<file path="config.mk">
export PLATFORM = sky130hd
export DESIGN_NAME = eprom_prog_ctrl
export DESIGN_NICKNAME = d
export VERILOG_FILES = /design/src/rtl/eprom_prog_ctrl.sv
export SDC_FILE = /design/constraint.sdc
export NUM_CORES = 1
export LEC_CHECK = 0
export CAP_MARGIN = 20
export CORE_ASPECT_RATIO = 1.5
export CORE_MARGIN = 10
export CORE_UTILIZATION = 40
export CTS_CLUSTER_DIAMETER = 100
export DETAILED_ROUTE_END_ITERATION = 6
export PLACE_DENSITY = 0.72
export SLEW_MARGIN = 20
export SYNTH_ARGS = -nofsm -noshare
export SYNTH_HDL_FRONTEND = slang
export SYNTH_SLANG_ARGS = --single-unit
</file>
<file path="constraint.sdc">
create_clock -name clk -period 2.3 [get_ports clk]
set_input_delay 0.23 -clock clk [delete_from_list [all_inputs] [get_ports clk]]
set_output_delay 0.23 -clock clk [all_outputs]
set_load 0.05 [all_outputs]
</file>
<file path="src/rtl/eprom_prog_ctrl.sv">
// eprom_prog_ctrl: erase, blank-check, then program-and-verify sequencer for a small EPROM array
module eprom_prog_ctrl #(
    parameter int ADDR_W = 4,
    parameter int DATA_W = 16,
    parameter int DEPTH  = 16
) (
    input  logic              clk,
    input  logic              rst,
    input  logic              start_i,
    input  logic              abort_i,
    input  logic              in_valid_i,
    input  logic [DATA_W-1:0] in_data_i,
    output logic              in_ready_o,
    output logic [ADDR_W-1:0] mem_addr_o,
    output logic              mem_we_o,
    output logic [DATA_W-1:0] mem_wdata_o,
    output logic              mem_erase_o,
    input  logic [DATA_W-1:0] mem_rdata_i,
    output logic              busy_o,
    output logic              done_o,
    output logic              fail_o,
    output logic [1:0]        err_code_o,
    output logic [ADDR_W-1:0] err_addr_o,
    output logic [ADDR_W:0]   prog_count_o
);
    localparam logic [2:0] S_IDLE   = 3'd0;
    localparam logic [2:0] S_ERASE  = 3'd1;
    localparam logic [2:0] S_BLANK  = 3'd2;
    localparam logic [2:0] S_PROG   = 3'd3;
    localparam logic [2:0] S_VERIFY = 3'd4;
    localparam logic [2:0] S_DONE   = 3'd5;
    localparam logic [2:0] S_FAIL   = 3'd6;
    localparam logic [ADDR_W-1:0] LAST = ADDR_W'(DEPTH - 1);

    logic [2:0]        state_q, state_d;
    logic [ADDR_W-1:0] cnt_q, cnt_d;
    logic [DATA_W-1:0] exp_q, exp_d;
    logic              done_q, done_d, fail_q, fail_d;
    logic [1:0]        err_code_q, err_code_d;
    logic [ADDR_W-1:0] err_addr_q, err_addr_d;
    logic [ADDR_W:0]   prog_count_q, prog_count_d;
    logic              idle;

    assign idle         = (state_q == S_IDLE) || (state_q == S_DONE) || (state_q == S_FAIL);
    assign busy_o       = !idle;
    assign in_ready_o   = state_q == S_PROG;
    assign mem_we_o     = (state_q == S_PROG) && in_valid_i && !abort_i;
    assign mem_erase_o  = state_q == S_ERASE;
    assign mem_wdata_o  = in_data_i;
    assign mem_addr_o   = idle ? '0 : cnt_q;
    assign done_o       = done_q;
    assign fail_o       = fail_q;
    assign err_code_o   = err_code_q;
    assign err_addr_o   = err_addr_q;
    assign prog_count_o = prog_count_q;

    // Next-state logic: start from a resting state, abort overrides everything while busy
    always_comb begin
        state_d      = state_q;
        cnt_d        = cnt_q;
        exp_d        = exp_q;
        done_d       = done_q;
        fail_d       = fail_q;
        err_code_d   = err_code_q;
        err_addr_d   = err_addr_q;
        prog_count_d = prog_count_q;
        if (idle && start_i) begin
            state_d      = S_ERASE;
            cnt_d        = '0;
            done_d       = 1'b0;
            fail_d       = 1'b0;
            err_code_d   = 2'd0;
            err_addr_d   = '0;
            prog_count_d = '0;
        end else if (!idle && abort_i) begin
            state_d    = S_FAIL;
            fail_d     = 1'b1;
            err_code_d = 2'd3;
            err_addr_d = '0;
        end else begin
            case (state_q)
                S_ERASE: state_d = S_BLANK;
                S_BLANK: begin
                    if (mem_rdata_i != '0) begin
                        state_d    = S_FAIL;
                        fail_d     = 1'b1;
                        err_code_d = 2'd1;
                        err_addr_d = cnt_q;
                    end else if (cnt_q == LAST) begin
                        state_d = S_PROG;
                        cnt_d   = '0;
                    end else cnt_d = cnt_q + 1'b1;
                end
                S_PROG: begin
                    if (in_valid_i) begin
                        exp_d   = in_data_i;
                        state_d = S_VERIFY;
                    end
                end
                S_VERIFY: begin
                    if (mem_rdata_i != exp_q) begin
                        state_d    = S_FAIL;
                        fail_d     = 1'b1;
                        err_code_d = 2'd2;
                        err_addr_d = cnt_q;
                    end else begin
                        prog_count_d = prog_count_q + 1'b1;
                        if (cnt_q == LAST) begin
                            state_d = S_DONE;
                            done_d  = 1'b1;
                        end else begin
                            cnt_d   = cnt_q + 1'b1;
                            state_d = S_PROG;
                        end
                    end
                end
                default: ;
            endcase
        end
    end

    // State registers, cleared asynchronously
    always_ff @(posedge clk or posedge rst) begin
        if (rst) begin
            state_q      <= S_IDLE;
            cnt_q        <= '0;
            exp_q        <= '0;
            done_q       <= 1'b0;
            fail_q       <= 1'b0;
            err_code_q   <= 2'd0;
            err_addr_q   <= '0;
            prog_count_q <= '0;
        end else begin
            state_q      <= state_d;
            cnt_q        <= cnt_d;
            exp_q        <= exp_d;
            done_q       <= done_d;
            fail_q       <= fail_d;
            err_code_q   <= err_code_d;
            err_addr_q   <= err_addr_d;
            prog_count_q <= prog_count_d;
        end
    end
endmodule

</file>
# Word-level counts from Yosys, hierarchy flattened
# Cells that the tools add are included.
# classes
n_mul	0
shifts	0
order_cmp	0
n_addsub	2
bitwise	2
muxes	40
n_div	0
n_reduce_logical	21
eq_ne	17
# ops
operator	n
4-bit two-way mux	11
3-bit two-way mux	7
5-bit two-way mux	4
16-bit inequality test	1
4-bit case mux with 2 select lines	2
16-bit nonzero test	1
3-bit case mux with 4 select lines	1
3-bit == test (second input constant)	3
1-bit two-way mux	9
3-bit inequality test (second input constant)	3
3-bit AND reduction	3
2-bit two-way mux	4
4-bit inequality test (second input constant)	2
4-bit AND reduction	2
3-bit by 2-bit == test with 1-bit output (second input constant)	2
6-bit nonzero test	1
5-bit by 1-bit adder with 5-bit output (second input constant)	1
5-bit inequality test (second input constant)	1
5-bit AND reduction	1
4-bit by 1-bit adder with 4-bit output (second input constant)	1
4-bit == test (second input constant)	1
1-bit logical AND	4
2-bit inequality test (second input constant)	2
4-bit by 2-bit inequality test with 1-bit output (second input constant)	1
other kinds (10)	14
# totals
mem_count	0
register_bits	36
mem_bits_rw	0
wordCells	90
in_bits	37
mem_bits_ro	0
out_inout_bits	37
latch_bits	0

# Depth between registers and ports, before layout
# logic_depth
ltp_word	7
ltp_mapped	8
ltp_nobuf	6

# Worst setup path after synthesis
# Ideal clock, no wire load.
# synth_timing
kind	register -> register
from	register state_q[2]
to	register exp_q[0]
slack_ns	-0.104
path_stages_with_launch	8
arrival_time_ns	2.337
period_less_slack_ns	2.404
setup_time_ns	0.067
required_time_ns	2.233
n_path_buf	1
cell_sequence	dfrtp_1 -> and3b_1 -> nor2b_1 -> nand2_1 -> clkinv_1 -> buf_1 -> nand2_1 -> nand2_1
# synth_between
elab_cells_between_ends	12
classes_between	eq/ne (3); bitwise (2); reduce/logical (7)
# synth_rtl
element	line_no	source
from (decl)	35	logic [2:0] state_q, state_d;
from (signal assigned)	134	state_q <= state_d;
3-bit by 2-bit == test with 1-bit output	--	
via in_ready_o	13	output logic in_ready_o,
4-bit AND reduction (no source line)	--	
to (signal assigned)	136	exp_q <= exp_d;
to (decl)	37	logic [DATA_W-1:0] exp_q, exp_d;
# The timed path passes the listed nets, and every way through them passes these cells.
# A chain may end at the register's enable or synchronous reset.

# Final worst setup path
# layout_timing
from	register state_q[2]
to	output port mem_addr_o[1]
# layout_between
elab_chain_cells	4
elab_cells_between_ends	6
classes_between	eq/ne (2); mux (1); reduce/logical (3)
# layout_lines
element	line_no	source
3-bit == test / 3-bit zero test (equally long branches)	44	assign idle = (state_q == S_IDLE) || (state_q == S_DONE) || (state_q == S_FAIL);
1-bit logical OR	44	
1-bit logical OR *	44	
4-bit two-way mux *	50	assign mem_addr_o = idle ? '0 : cnt_q;
to (decl)	14	output logic [ADDR_W-1:0] mem_addr_o,
# Every way passes the cells marked *; elsewhere a longest branch is shown, timed or not.

==> impl_metrics.ini <==
[layout]
final_layout_size_suffix_gt1_share_pct = 11.9
final_cell_mix = clkdlybuf4s50_1, nand2_1, dfrtp_1
nets = 341
n_antenna_cell = 0
utilization_pct = 57.3
final_common_cell = clkdlybuf4s50_1
syn2layout_area_growth_pct = 38.7
final_area_sq_um = 2940

[sta]
hold-worst-slack_ps = 352
slew_headroom_pct = 65.3
setup_viol = 0
fmax_mhz = 469
fin_skew_ps = 9.90
period_needed_ps = 2130
worst_slew_pin_slew_ps = 519
hold_viol = 0
fin_ws_ps = 166
drv_slew = 0
fin_crit_sh_pct = 92.8
grt_setup_unrepaired = false

[die]
pin_count = 74
dieWidth_um = 79.4
die_h_um = 109
coreArea_sq_um = 5120
rows = 32
dieArea_sq_um = 8660
start_util_pct = 41.3

[synthesis]
ys_async_sr_fraction_pct = 100
synth_cell_types = 48
synth_area_per_cell_sq_um = 9.09
syn_inst = 233
synth_fp_nets = 272
ys_seq_area_share_pct = 42.6
synth-edff-count = 0
synth_seq_cells = 36
syn_area_sq_um = 2120
yosys_warnings = 0
ys.flop_type = dfrtp_1

[detailed_routing]
via_per_inst = 5.05
drt_iter0_drc = 155
wire_per_inst_um = 15.5
drcViolationCount = 0
dr.pass1.iters = 4
vias = 1870
ant_nets = 0
totalWireLength_um = 5740

[grt]
grt_pass1_wl_um = 9740
grt_max_degree = 37
grt_usage_pct = 13.8
antenna_found_initial = 0
grt_overflow = 0
grt_pass1_vias = 2059

[cts]
cts_buffers = 5
clkSinkCount = 36
cts_resized = 3
ctsHoldBuffers = 0
clk_latency_ps = 280
cts_tree = yes
htree_levels = 2
cts_setup_buffers = 0
clock-root-buffer = clkbuf_8
clk_pin_slew_ps = 70
clk_path_buf_depth = 2

[setup_path]
crit_path_max_fanout = 10
critPathSlowestCell = dfrtp_1
setup.worst_path.end_class = output pin
critPathArrivalTime_ps = 1900
setup.worst_path.start = state_q[2]$_DFFE_PP0P_
critical_path_class = flop to output pin
cp_cell_sequence = xor2_1, mux2_4, and2_1, dlygate4sd2_1
start_kind = flop
reg2reg_from = state_q[1]$_DFFE_PP0P_
required_ps = 2070
slowest_delay_ps = 480

[outcome]
status = completed

[placed_design]
dpl-instance-area_sq_um = 2860
io_buffers = 73
gp_congestion = 0.833
dpl.hpwl_um = 4690
place_ws_ps = -46.9

[pwr]
ir_worst_vdd_uv = 477
power_density_nw_per_um2 = 916
finalPower_mw = 2.69
p_leak_nw = 1.34

[worst_hold_path]
hp-class = primary input to asynchronous set/reset pin

[run]
maxCapViolCount = 0
power by group:
group | switching, mW | internal (mW) | total [mW] | leakage, nW
combinational | 0.713 | 0.575 | 1.29 | 0.828
clock | 0.215 | 0.206 | 0.421 | 0.0410
sequential | 0.173 | 0.808 | 0.982 | 0.466
total | 1.10 | 1.59 | 2.69 | 1.34
cells in the mapped netlist (2+ instances only):
cell | instances | area [sq um]
inv_1 | 5 | 18.8
nor4_1 | 4 | 25.0
and3_1 | 5 | 31.3
nor2_1 | 7 | 26.3
o31ai_1 | 3 | 22.5
or4_1 | 3 | 22.5
nand2_1 | 56 | 210
nand2b_1 | 4 | 25.0
clkbuf_1 | 4 | 15.0
a31oi_1 | 2 | 12.5
buf_4 | 17 | 128
a22o_1 | 2 | 17.5
and2_1 | 4 | 25.0
nor2b_1 | 3 | 18.8
o21ai_0 | 6 | 30.0
xnor2_1 | 16 | 140
nand4_1 | 5 | 31.3
ha_1 | 2 | 25.0
nand3_1 | 5 | 25.0
dfrtp_1 | 36 | 901
mux2i_1 | 3 | 30.0
mux2_2 | 6 | 67.6
a21oi_1 | 10 | 50.1
logic make-up (layout without fill, tap and decap cells):
kind of cell,after synthesis,count (layout),synth area share (%)
buffers and inverters,29,98,8.51
AND/OR/NAND/NOR,108,108,25.8
multiplexers,10,10,5.32
AO/OA/AOI/OAI,31,31,9.58
adder cells (fa/ha/maj),2,2,1.18
XOR/XNOR,17,17,7.03
flip-flops,36,36,42.6
registers in the layout (all words and copies together), names as in the netlist:
name and cells:
cnt_q 4, done_o 1, err_addr_o 4, err_code_o 2, exp_q 16, fail_o 1, prog_count_o 5, state_q 3
layer usage:
metal	GRT usage [%]	routed length (um)
met5	0	0
met3	5.85	536
met4	4.37	47
met1	14.2	2170
met2	24.6	2990
worst max-delay path: cells and delay by family, from the launching register on:
family	cells	cell delay (ps)
xor gates and xnor gates	1	200
buffers and inverters	1	420
DFF	1	480
muxes	1	340
and+or+nand+nor	1	170
through the flow:
| step | TNS (ps) | std cells |
|---|---|---|
| 2_1_floorplan | 0 | 233 |
| 3_5_place_dp | -238 | 363 |
| 3_3_place_gp | -22.6 | 363 |
| 6_report | 0 | 370 |
| 4_1_cts | 0 | 370 |
| 5_1_grt | 0 | 370 |
final timing paths:
| path | to | slack (ps) | depth (start not counted) |
|---|---|---|---|
| worst max-delay path | mem_addr_o[1] | 170 | 4 |
| worst min-delay path | err_addr_o[3]$_DFFE_PP0P_ | 350 | 3 |
| worst max register to register | state_q[1]$_DFFE_PP0P_ | 200 | 6 |
| worst min register to register | err_code_o[0]$_DFFE_PP0P_ | 480 | 1 |
| max in group asynchronous | exp_q[12]$_DFFE_PP0P_ | 1600 | 3 |
| min in group clk | err_code_o[0]$_DFFE_PP0P_ | 480 | 1 |
layout make-up:
cell class | count | area [sq um]
Sequential cell | 36 | 901
Tap cell | 68 | 85.1
Timing Repair Buffer | 85 | 815
Fill cell | 498 | 2190
Clock buffer | 6 | 72.6
Inverter | 6 | 22.5
Multi-Input combinational cell | 168 | 1040
Clock inverter | 1 | 5.00
No activity file was read; power rests on OpenSTA's default activity.
